<file path="src/rtl/dp_ram_port_master.sv">
// Initiator-side controller for one port of a dual-port RAM: clears the RAM after reset, then
// turns a valid/ready request stream into RAM port cycles and returns read data.
module dp_ram_port_master #(
  parameter int unsigned DATA_WIDTH = 8,
  parameter int unsigned ADDR_WIDTH = 4
) (
  input  logic                  clk,
  input  logic                  rst,
  input  logic                  req_valid,
  output logic                  req_ready,
  input  logic                  req_we,
  input  logic [ADDR_WIDTH-1:0] req_addr,
  input  logic [DATA_WIDTH-1:0] req_wdata,
  output logic                  rsp_valid,
  input  logic                  rsp_ready,
  output logic [DATA_WIDTH-1:0] rsp_rdata,
  output logic                  init_done,
  output logic                  ram_wr,
  output logic [ADDR_WIDTH-1:0] ram_addr,
  output logic [DATA_WIDTH-1:0] ram_din,
  input  logic [DATA_WIDTH-1:0] ram_dout
);

  typedef enum logic [2:0] {StInit, StIdle, StRdWait, StRdCap, StResp} state_e;

  state_e                state_q, state_d;
  logic [ADDR_WIDTH:0]   cnt_q, cnt_d;
  logic                  ram_wr_q, ram_wr_d;
  logic [ADDR_WIDTH-1:0] ram_addr_q, ram_addr_d;
  logic [DATA_WIDTH-1:0] ram_din_q, ram_din_d;
  logic                  rsp_valid_q, rsp_valid_d;
  logic [DATA_WIDTH-1:0] rsp_rdata_q, rsp_rdata_d;
  logic                  init_done_q, init_done_d;

  always_ff @(posedge clk) begin
    if (rst) begin
      state_q     <= StInit;
      cnt_q       <= '0;
      ram_wr_q    <= 1'b0;
      ram_addr_q  <= '0;
      ram_din_q   <= '0;
      rsp_valid_q <= 1'b0;
      rsp_rdata_q <= '0;
      init_done_q <= 1'b0;
    end else begin
      state_q     <= state_d;
      cnt_q       <= cnt_d;
      ram_wr_q    <= ram_wr_d;
      ram_addr_q  <= ram_addr_d;
      ram_din_q   <= ram_din_d;
      rsp_valid_q <= rsp_valid_d;
      rsp_rdata_q <= rsp_rdata_d;
      init_done_q <= init_done_d;
    end
  end

  always_comb begin
    state_d     = state_q;
    cnt_d       = cnt_q;
    ram_wr_d    = 1'b0;
    ram_addr_d  = ram_addr_q;
    ram_din_d   = ram_din_q;
    rsp_valid_d = rsp_valid_q;
    rsp_rdata_d = rsp_rdata_q;
    init_done_d = init_done_q;

    unique case (state_q)
      StInit: begin
        // Top counter bit set means every word has been cleared.
        if (!cnt_q[ADDR_WIDTH]) begin
          ram_wr_d   = 1'b1;
          ram_addr_d = cnt_q[ADDR_WIDTH-1:0];
          ram_din_d  = '0;
          cnt_d      = cnt_q + 1'b1;
        end else begin
          init_done_d = 1'b1;
          state_d     = StIdle;
        end
      end
      StIdle: begin
        if (req_valid) begin
          ram_addr_d = req_addr;
          if (req_we) begin
            ram_wr_d  = 1'b1;
            ram_din_d = req_wdata;
          end else begin
            state_d = StRdWait;
          end
        end
      end
      StRdWait: begin
        state_d = StRdCap;
      end
      StRdCap: begin
        rsp_rdata_d = ram_dout;
        rsp_valid_d = 1'b1;
        state_d     = StResp;
      end
      StResp: begin
        if (rsp_ready) begin
          rsp_valid_d = 1'b0;
          state_d     = StIdle;
        end
      end
      default: begin
        state_d = StInit;
      end
    endcase
  end

  assign req_ready = (state_q == StIdle);
  assign rsp_valid = rsp_valid_q;
  assign rsp_rdata = rsp_rdata_q;
  assign init_done = init_done_q;
  assign ram_wr    = ram_wr_q;
  assign ram_addr  = ram_addr_q;
  assign ram_din   = ram_din_q;

endmodule
</file>
<file path="config.mk">
export PLATFORM = sky130hd
export DESIGN_NAME = dp_ram_port_master
export DESIGN_NICKNAME = d
export VERILOG_FILES = /design/src/rtl/dp_ram_port_master.sv
export SDC_FILE = /design/constraint.sdc
export NUM_CORES = 1
export LEC_CHECK = 0
export BUFFER_PORTS_ARGS = -buffer_cell sky130_fd_sc_hd__clkbuf_2
export CORE_ASPECT_RATIO = 1.75
export CORE_MARGIN = 1
export CORE_UTILIZATION = 48
export CTS_CLUSTER_SIZE = 14
export DETAILED_ROUTE_END_ITERATION = 16
export MAX_ROUTING_LAYER = met4
export PLACE_DENSITY = 0.75
export REMOVE_ABC_BUFFERS = 1
export SETUP_SLACK_MARGIN = 0.15
export SLEW_MARGIN = 40
export SYNTH_ARGS = -nofsm -noshare
export SYNTH_HDL_FRONTEND = slang
export SYNTH_SLANG_ARGS = --single-unit
</file>
<file path="constraint.sdc">
create_clock -name clk -period 2.22 [get_ports clk]
set_clock_uncertainty 0.2 [all_clocks]
set_input_delay 0.111 -clock clk [delete_from_list [all_inputs] [get_ports clk]]
set_output_delay 0.111 -clock clk [all_outputs]
set_load 0.02 [all_outputs]
</file>
==> results of run 1 <==
-- path summary, 6_finish.rpt --
check,from,to,slack [ps],depth (start not counted)
max,state_q[1],cnt_q[3],380,3
min,req_we,ram_din[0],20,3
max reg2reg,state_q[1],cnt_q[3],380,3
min reg2reg,init_done,init_done,290,2
-- tightest hold or removal path, delay by kind of cell --
family	cells	cell delay (ps)
simple gates	1	100
buf+inv	1	180
compound gates	1	50
-- where the power goes --
part	switching [W]	internal [W]	leakage, nW
Clock	0.000184	0.000208	0.0371
Sequential	0.00000709	0.000565	0.251
Combinational	0.0000400	0.0000490	0.528
Total	0.000231	0.000823	0.816
-- placed cells by master, fill, tap and decap left out, types with 2 or more instances in the layout --
cell type	instances
sky130_fd_sc_hd__nor2_1	18
sky130_fd_sc_hd__mux2i_1	13
sky130_fd_sc_hd__nand3b_1	2
sky130_fd_sc_hd__o211ai_1	8
sky130_fd_sc_hd__nor2b_1	4
sky130_fd_sc_hd__clkbuf_8	5
sky130_fd_sc_hd__o21ai_1	3
sky130_fd_sc_hd__or3_1	2
sky130_fd_sc_hd__or4_1	2
sky130_fd_sc_hd__inv_1	4
sky130_fd_sc_hd__buf_4	4
sky130_fd_sc_hd__nor3_1	4
sky130_fd_sc_hd__nor4bb_1	2
sky130_fd_sc_hd__a21oi_1	16
sky130_fd_sc_hd__nand3_1	9
sky130_fd_sc_hd__dlygate4sd3_1	17
sky130_fd_sc_hd__clkbuf_2	48
sky130_fd_sc_hd__dfxtp_1	31
sky130_fd_sc_hd__mux2_2	4
-- per-layer routing --
metal / routed length (µm) / track usage (%)
met2: 1760 / 44.6
met5: 0 / -
met3: 164 / 6.55
met4: 82 / 13.6
met1: 1240 / 21.1
-- timing repair --
action                                 4_1_cts  5_1_grt
setup buffers                                0        0
gates resized for setup                      0        0
hold buffers                                17        0
endpoints found under the hold margin       17        0
-- state kept, by name (all words and copies together), names as in the netlist --
name and cells:
ram_din 8, ram_wr 1, state_q 3, rsp_valid 1, init_done 1, ram_addr 4, rsp_rdata 8, cnt_q 5
-- layout make-up --
cell class / count / area (µm²) / area share, %
multi-input combinational: 97 / 631 / 34.8
clock buffer: 6 / 72.6 / 4.01
sequential: 31 / 621 / 34.3
inverter: 4 / 15.0 / 0.829
tap: 26 / 32.5 / 1.80
timing repair buffer: 69 / 440 / 24.3
-- cell families after synthesis --
group	after synthesis	share of synthesized area (%)
AO/OA/AOI/OAI	31	14.2
multiplexers	17	13.3
AND/OR/NAND/NOR	47	18.8
buffers and inverters	16	5.03
XOR/XNOR	1	0.665
adder cells (fa/ha/maj)	1	0.950
flip-flops	31	47.1
-- through the flow --
| stage | cell area [µm²] | instances |
|---|---|---|
| after floorplan | 1270 | 132 |
| after global placement | 1570 | 210 |
| after detailed placement | 1570 | 210 |
| after CTS | 1810 | 233 |
| after global routing | 1810 | 233 |
| final | 1810 | 233 |
==> impl_summary.log, run 1 <==
[metrics] status: finished, final reports clean
[metrics] fraction of registers with async set/reset: 0%
[metrics] cell with the most instances after synthesis: sky130_fd_sc_hd__dfxtp_1
[metrics] clock buffers created by TritonCTS: 5
[metrics] clock-pin slew on the worst setup and hold paths: 60 ps
[metrics] standard-cell rows: 24
[metrics] antenna violations before repair: 0
[metrics] data required time of the worst path: 2220 ps
[metrics] Setup CP Type: reg2reg
[metrics] die boundary width: 41.6 µm
[metrics] synth warn: 0
[metrics] startpoint class of the critical path: flop
[metrics] overall die height: 71.3 µm
[metrics] global-route wire length before repair: 5.35 mm
[metrics] final global-route overflow total: 0
[metrics] critical path arrival: 1840 ps
[metrics] initial core utilization: 51.6%
[metrics] Post-Synthesis Cells: 144
[metrics] kind of cell adding the most delay to the critical path: simple AND/OR/NAND/NOR gates
[metrics] final design utilization: 71.0%
[metrics] number of DRC violations after detailed routing: 0
[metrics] top fanout value on the critical path: 14
[metrics] count of final setup violators: 0
[metrics] Routability Congestion: 0.780
[metrics] post-synthesis cell type count: 28
[metrics] number of search-and-repair iterations in the first detailed-routing pass: 4
[metrics] buffers from clock root to sink, at most: 2
[metrics] Max stage delay cell, worst path: sky130_fd_sc_hd__or4_1
[metrics] Die ar.: 2970 µm²
[metrics] sort of element at the end of the critical path: flop
[metrics] number of I/O pins: 49
[metrics] number of max-capacitance violations reported: 0
[metrics] post-detailed-placement half-perimeter wirelength: 2.13 mm
[metrics] detail-routed net length per standard cell: 13.9 µm
[metrics] total power after layout: 0.00105 W
[metrics] transition time of the tightest slew-check pin: 656 ps
[metrics] ant diodes: 0
[metrics] Final Worst Setup Slack: 375 ps
[metrics] top cells by count, synth: sky130_fd_sc_hd__dfxtp_1 (31), sky130_fd_sc_hd__nor2_1 (18), sky130_fd_sc_hd__a21oi_1 (16)
[metrics] area of the core: 2550 µm²
[metrics] number of buffer and inverter instances along the worst setup path: 0
[metrics] Max IR drop VDD: 0.495 mV
[metrics] minimum clock period: 1840 ps
[metrics] vias in the first global route: 1316
[metrics] Setup WS pre-CTS: 413 ps
[metrics] clock root cell: sky130_fd_sc_hd__clkbuf_8
[metrics] Avg Vias per Cell: 5.52
[metrics] Area contributors post-synth: sky130_fd_sc_hd__dfxtp_1 (47%), sky130_fd_sc_hd__mux2i_1 (9.9%), sky130_fd_sc_hd__a21oi_1 (6.1%)
[metrics] min-delay worst type: in2reg
[metrics] share of post-route cells with drive strength above 1: 29.5%
[metrics] Primary FF master, synth: sky130_fd_sc_hd__dfxtp_1
[metrics] delay of the slowest critical-path stage: 600 ps
[metrics] largest net degree at the start of global routing: 36
[metrics] post-synthesis cell type with the largest combined area: sky130_fd_sc_hd__dfxtp_1
[metrics] number of H-tree branching levels: 2
[metrics] flip-flop and latch count after synthesis: 31
[metrics] number of filler instances in the final layout: 190
[metrics] post-synthesis area per instance: 9.15 µm²
[metrics] portion of the post-synthesis area used by sequential elements: 47.1%
[metrics] clock tree from TritonCTS: built
[metrics] final-layout setup total negative slack: 0 ps
[metrics] achievable frequency: 0.542 GHz
[metrics] clock tree sinks: 31
[metrics] DRC violation total after the first TritonRoute iteration: 17
[metrics] area of the mapped netlist: 1320 µm²
[metrics] area growth from synthesis to layout: 37.5%
[metrics] number of flops mapped to enable cells by yosys: 0
[metrics] power per cell area: 582 nW/µm²
[metrics] residual antenna-violating net count after detailed routing: 0
[metrics] final worst-path cycle share: 83.1%
[metrics] Min Hold Slack: 20.5 ps
[metrics] top cell type's share of synthesized area: 47.1%
[metrics] net total in the final layout: 234
[metrics] Static Leak: 0.816 nW
[metrics] Relative slew margins: 56.2%
[metrics] global-route usage over all layers: 24.1%
[metrics] total wire length: 3.25 mm
[metrics] clock latency reported for the late side of the worst-skew pair: 280 ps
[metrics] setup repair after global routing missed its margin: false
[metrics] vias after detailed routing: 1285
[metrics] series of cell instances along the critical path: or4_1 -> or3_1 -> a21oi_1
[metrics] number of failing hold endpoints at the final stage: 0
[metrics] Slew Limit Fails: 0
[metrics] number of port buffers: 48
No activity file was read; power rests on OpenSTA's default activity.
==> run 2: changes to the inputs <==
--- a/config.mk
+++ b/config.mk
@@ -5,14 +5,15 @@
 export SDC_FILE = /design/constraint.sdc
 export NUM_CORES = 1
 export LEC_CHECK = 0
+export ABC_AREA = 1
 export BUFFER_PORTS_ARGS = -buffer_cell sky130_fd_sc_hd__clkbuf_2
 export CORE_ASPECT_RATIO = 1.75
 export CORE_MARGIN = 1
-export CORE_UTILIZATION = 48
+export CORE_UTILIZATION = 43
 export CTS_CLUSTER_SIZE = 14
 export DETAILED_ROUTE_END_ITERATION = 16
 export MAX_ROUTING_LAYER = met4
-export PLACE_DENSITY = 0.75
+export PLACE_DENSITY = 0.71
 export REMOVE_ABC_BUFFERS = 1
 export SETUP_SLACK_MARGIN = 0.15
 export SLEW_MARGIN = 40
==> constraint.sdc (replaced) <==
create_clock -name clk -period 1.5 [get_ports clk]
set_clock_uncertainty 0.2 [all_clocks]
set_input_delay 0.075 -clock clk [delete_from_list [all_inputs] [get_ports clk]]
set_output_delay 0.075 -clock clk [all_outputs]
set_load 0.02 [all_outputs]
==> run 2 against run 1 <==
Against the previous run:
- synthesized cell count rose by 27%
- worst hold slack lost 12 ps
- critical path type unchanged
- die area grew 14%
- sequential power is 47% higher
- via count up 17%
- cell count rose by 36%
- wire length rose by 5.1%
- synthesized area up 2.6%
- total power increased by 62%
- largest cell class unchanged
- count of clock-buffer cells in the layout increased by 2
==> impl_summary.log, run 2 <==
[metrics] number of filler instances in the final layout: 221 (+16%)
[metrics] top cell type's share of synthesized area: 45.9% (-1.2 points)
[metrics] power per cell area: 783 nW/µm² (+35%)
[metrics] Routability Congestion: 0.808 (+3.6%)
[metrics] post-synthesis area per instance: 7.38 µm² (-19%)
[metrics] number of flops mapped to enable cells by yosys: 0 (unchanged)
[metrics] synth warn: 0 (unchanged)
[metrics] startpoint class of the critical path: flop
[metrics] flip-flop and latch count after synthesis: 31 (unchanged)
[metrics] clock tree from TritonCTS: built
[metrics] Max IR drop VDD: 0.884 mV (+78%)
[metrics] final-layout setup total negative slack: 0 ps (unchanged)
[metrics] top fanout value on the critical path: 6 (-8)
[metrics] setup repair after global routing missed its margin: true
[metrics] number of I/O pins: 49 (unchanged)
[metrics] final worst-path cycle share: 92.1% (+9.1 points)
[metrics] antenna violations before repair: 0 (unchanged)
[metrics] initial core utilization: 45.6% (-6.0 points)
[metrics] status: finished, final reports clean
[metrics] fraction of registers with async set/reset: 0% (unchanged)
[metrics] number of H-tree branching levels: 2 (unchanged)
[metrics] clock root cell: sky130_fd_sc_hd__clkbuf_8
[metrics] minimum clock period: 1380 ps (-462 ps)
[metrics] DRC violation total after the first TritonRoute iteration: 48 (+31)
[metrics] XOR/XNOR Fraction of Synth Area: 0.648% (-0.017 points)
[metrics] Post-Synthesis Cells: 183 (+27%)
[metrics] area growth from synthesis to layout: 61.7%
[metrics] final global-route overflow total: 0 (unchanged)
[metrics] min-delay worst type: in2reg
[metrics] share of post-route cells with drive strength above 1: 35.8% (+6.3 points)
[metrics] Setup CP Type: reg2reg
[metrics] largest net degree at the start of global routing: 19 (-47%)
[metrics] data required time of the worst path: 1530 ps (-690 ps)
[metrics] Die ar.: 3380 µm² (+14%)
[metrics] number of failing hold endpoints at the final stage: 0 (unchanged)
[metrics] total wire length: 3.42 mm (+5.1%)
[metrics] global-route wire length before repair: 5.35 mm (unchanged)
[metrics] clock latency reported for the late side of the worst-skew pair: 290 ps (about the same)
[metrics] most frequent standard cell in the layout excluding fill and tap cells: sky130_fd_sc_hd__clkbuf_2
[metrics] number of DRC violations after detailed routing: 0 (unchanged)
[metrics] sort of element at the end of the critical path: flop
[metrics] post-synthesis cell type with the largest combined area: sky130_fd_sc_hd__dfxtp_1
[metrics] Relative slew margins: 77.4% (+21 points)
[metrics] Min Hold Slack: 8.71 ps (-11.8 ps)
[metrics] Slew Limit Fails: 0 (unchanged)
[metrics] fraction of synthesized area in multiplexers: 0% (-13 points)
[metrics] global-route usage over all layers: 21.7% (-2.4 points)
[metrics] Static Leak: 1.02 nW (+25%)
[metrics] Compound-Gate Fraction of Synth Area: 9.91% (-4.2 points)
[metrics] ant diodes: 0 (unchanged)
[metrics] multi-input logic area: 682 µm² (+8.1%)
[metrics] Synth Area in Adders: 0.926% (-0.024 points)
[metrics] area of the mapped netlist: 1350 µm² (+2.6%)
[metrics] portion of the post-synthesis area used by sequential elements: 45.9% (-1.2 points)
[metrics] register area: 632 µm² (+1.8%)
[metrics] count of final setup violators: 0 (unchanged)
[metrics] transition time of the tightest slew-check pin: 339 ps (-318 ps)
[metrics] clock buffers created by TritonCTS: 5 (unchanged)
[metrics] Avg Vias per Cell: 4.76 (-14%)
[metrics] number of port buffers: 48 (unchanged)
[metrics] top cells by count, synth: sky130_fd_sc_hd__nand2_1 (35), sky130_fd_sc_hd__dfxtp_1 (31), sky130_fd_sc_hd__nor2_1 (28)
[metrics] net total in the final layout: 299 (+28%)
[metrics] DP Area: 1630 µm² (+3.9%)
[metrics] top library cells by usage in the layout, fill and taps aside: sky130_fd_sc_hd__clkbuf_2 (47), sky130_fd_sc_hd__nand2_1 (34), sky130_fd_sc_hd__nor2_1 (28), sky130_fd_sc_hd__dfxtp_1 (28), sky130_fd_sc_hd__dlygate4sd3_1 (24)
[metrics] residual antenna-violating net count after detailed routing: 0 (unchanged)
[metrics] vias after detailed routing: 1504 (+17%)
[metrics] clock-pin slew on the worst setup and hold paths: 60 ps (about the same)
[metrics] combinational family with the most area after synthesis: simple AND/OR/NAND/NOR gates
[metrics] detail-routed net length per standard cell: 10.8 µm (-22%)
[metrics] summed area of non-filler cells in the final layout: 2180 µm² (+21%)
[metrics] number of search-and-repair iterations in the first detailed-routing pass: 5 (+1)
[metrics] critical path arrival: 1410 ps (-430 ps)
[metrics] achievable frequency: 0.724 GHz (+33%)
[metrics] standard-cell rows: 26 (+8.3%)
[metrics] number of max-capacitance violations reported: 0 (unchanged)
[metrics] post-synthesis cell type count: 20 (-29%)
[metrics] cell with the most instances after synthesis: sky130_fd_sc_hd__nand2_1
[metrics] post-detailed-placement half-perimeter wirelength: 2.03 mm (-4.6%)
[metrics] clock tree sinks: 31 (unchanged)
[metrics] area of the core: 2960 µm² (+16%)
[metrics] Area contributors post-synth: sky130_fd_sc_hd__dfxtp_1 (46%), sky130_fd_sc_hd__nand2_1 (9.7%), sky130_fd_sc_hd__nand3_1 (8.5%)
[metrics] die boundary width: 44.4 µm (+6.7%)
[metrics] vias in the first global route: 1317 (+0.076%)
[metrics] Primary FF master, synth: sky130_fd_sc_hd__dfxtp_1
[metrics] buffers from clock root to sink, at most: 2 (unchanged)
[metrics] simple-gate share of the synthesized area: 34.6% (+16 points)
[metrics] overall die height: 76.2 µm (+6.8%)
-- run 2: cell count changes in the layout (fill, tap and decap cells not counted), moves of 5 or more --
| cell | change |
|---|---|
| sky130_fd_sc_hd__o211ai_1 | -8 |
| sky130_fd_sc_hd__nor2_4 | +5 |
| sky130_fd_sc_hd__nand3_1 | +7 |
| sky130_fd_sc_hd__o21ai_0 | +8 |
| sky130_fd_sc_hd__dlygate4sd3_1 | +7 |
| sky130_fd_sc_hd__inv_1 | +14 |
| sky130_fd_sc_hd__nand3_2 | +7 |
| sky130_fd_sc_hd__buf_4 | +8 |
| sky130_fd_sc_hd__nand2_1 | +33 |
| sky130_fd_sc_hd__nor2_1 | +10 |
| sky130_fd_sc_hd__mux2i_1 | -13 |
-- run 2: worst max-delay path, stage by stage, from the launching register on --
cell and delay [ps]:
sky130_fd_sc_hd__dfxtp_4 380, sky130_fd_sc_hd__nor2_4 200, sky130_fd_sc_hd__buf_4 150, sky130_fd_sc_hd__nand4_1 60, sky130_fd_sc_hd__o21ai_0 190, sky130_fd_sc_hd__nand2_1 90, sky130_fd_sc_hd__inv_1 70
-- run 2: per-stage QoR --
step	cells	util, %	power [W]	setup slack [ps]
after global placement	270	55.1	0.000962	67.3
final	316	73.8	0.00171	118
after floorplan	178	-	0.000905	178
after global routing	316	73.8	0.00178	38.6
after CTS	307	68.9	0.00173	62.7
after detailed placement	270	55.1	0.000963	28.6
-- run 2: timing repair --
action                                  4_1_cts  5_1_grt
endpoints found under the hold margin        24        0
hold buffers                                 24        0
endpoints found under the setup margin       28       25
pin swaps                                     3       18
gates resized for setup                       7       22
gates cloned                                  0        0
setup buffers                                 5        9
-- run 2: logic make-up after synthesis --
kind of cell / after synthesis
buffers and inverters: 26
flip-flops: 31
adder cells (fa/ha/maj): 1
AO/OA/AOI/OAI: 26
AND/OR/NAND/NOR: 98
XOR/XNOR: 1
-- run 2: worst paths after layout --
path | start | end | slack, ps | depth (start not counted)
worst max-delay path | state_q[0] | cnt_q[4] | 120 | 6
worst min-delay path | rst | ram_din[4] | 9 | 3
worst min register to register | init_done | init_done | 260 | 2
worst max register to register | state_q[0] | cnt_q[4] | 120 | 6
-- run 2: layout make-up --
cell class	instances	share of cell area, %
Sequential cell	31	28.9
Clock buffer	8	4.58
Multi-Input combinational cell	126	31.2
Timing Repair Buffer	88	29.0
Inverter	21	3.84
Tap cell	42	2.41
-- run 2: per-layer routing --
metal / global-route usage [%] / vias to the layer above / share of wire (%)
met3: 6.64 / 10 / 4.8
met2: 37.4 / 57 / 53
met4: 10.0 / 0 / 2.6
met5: - / - / 0
met1: 21.1 / 669 / 40
li1: - / 768 / -
-- run 2: power by group --
group	internal [W]	switching [W]	total, W
sequential	0.000831	0.0000112	0.000842
combinational	0.0000841	0.0000659	0.000150
clock	0.000418	0.000301	0.000719
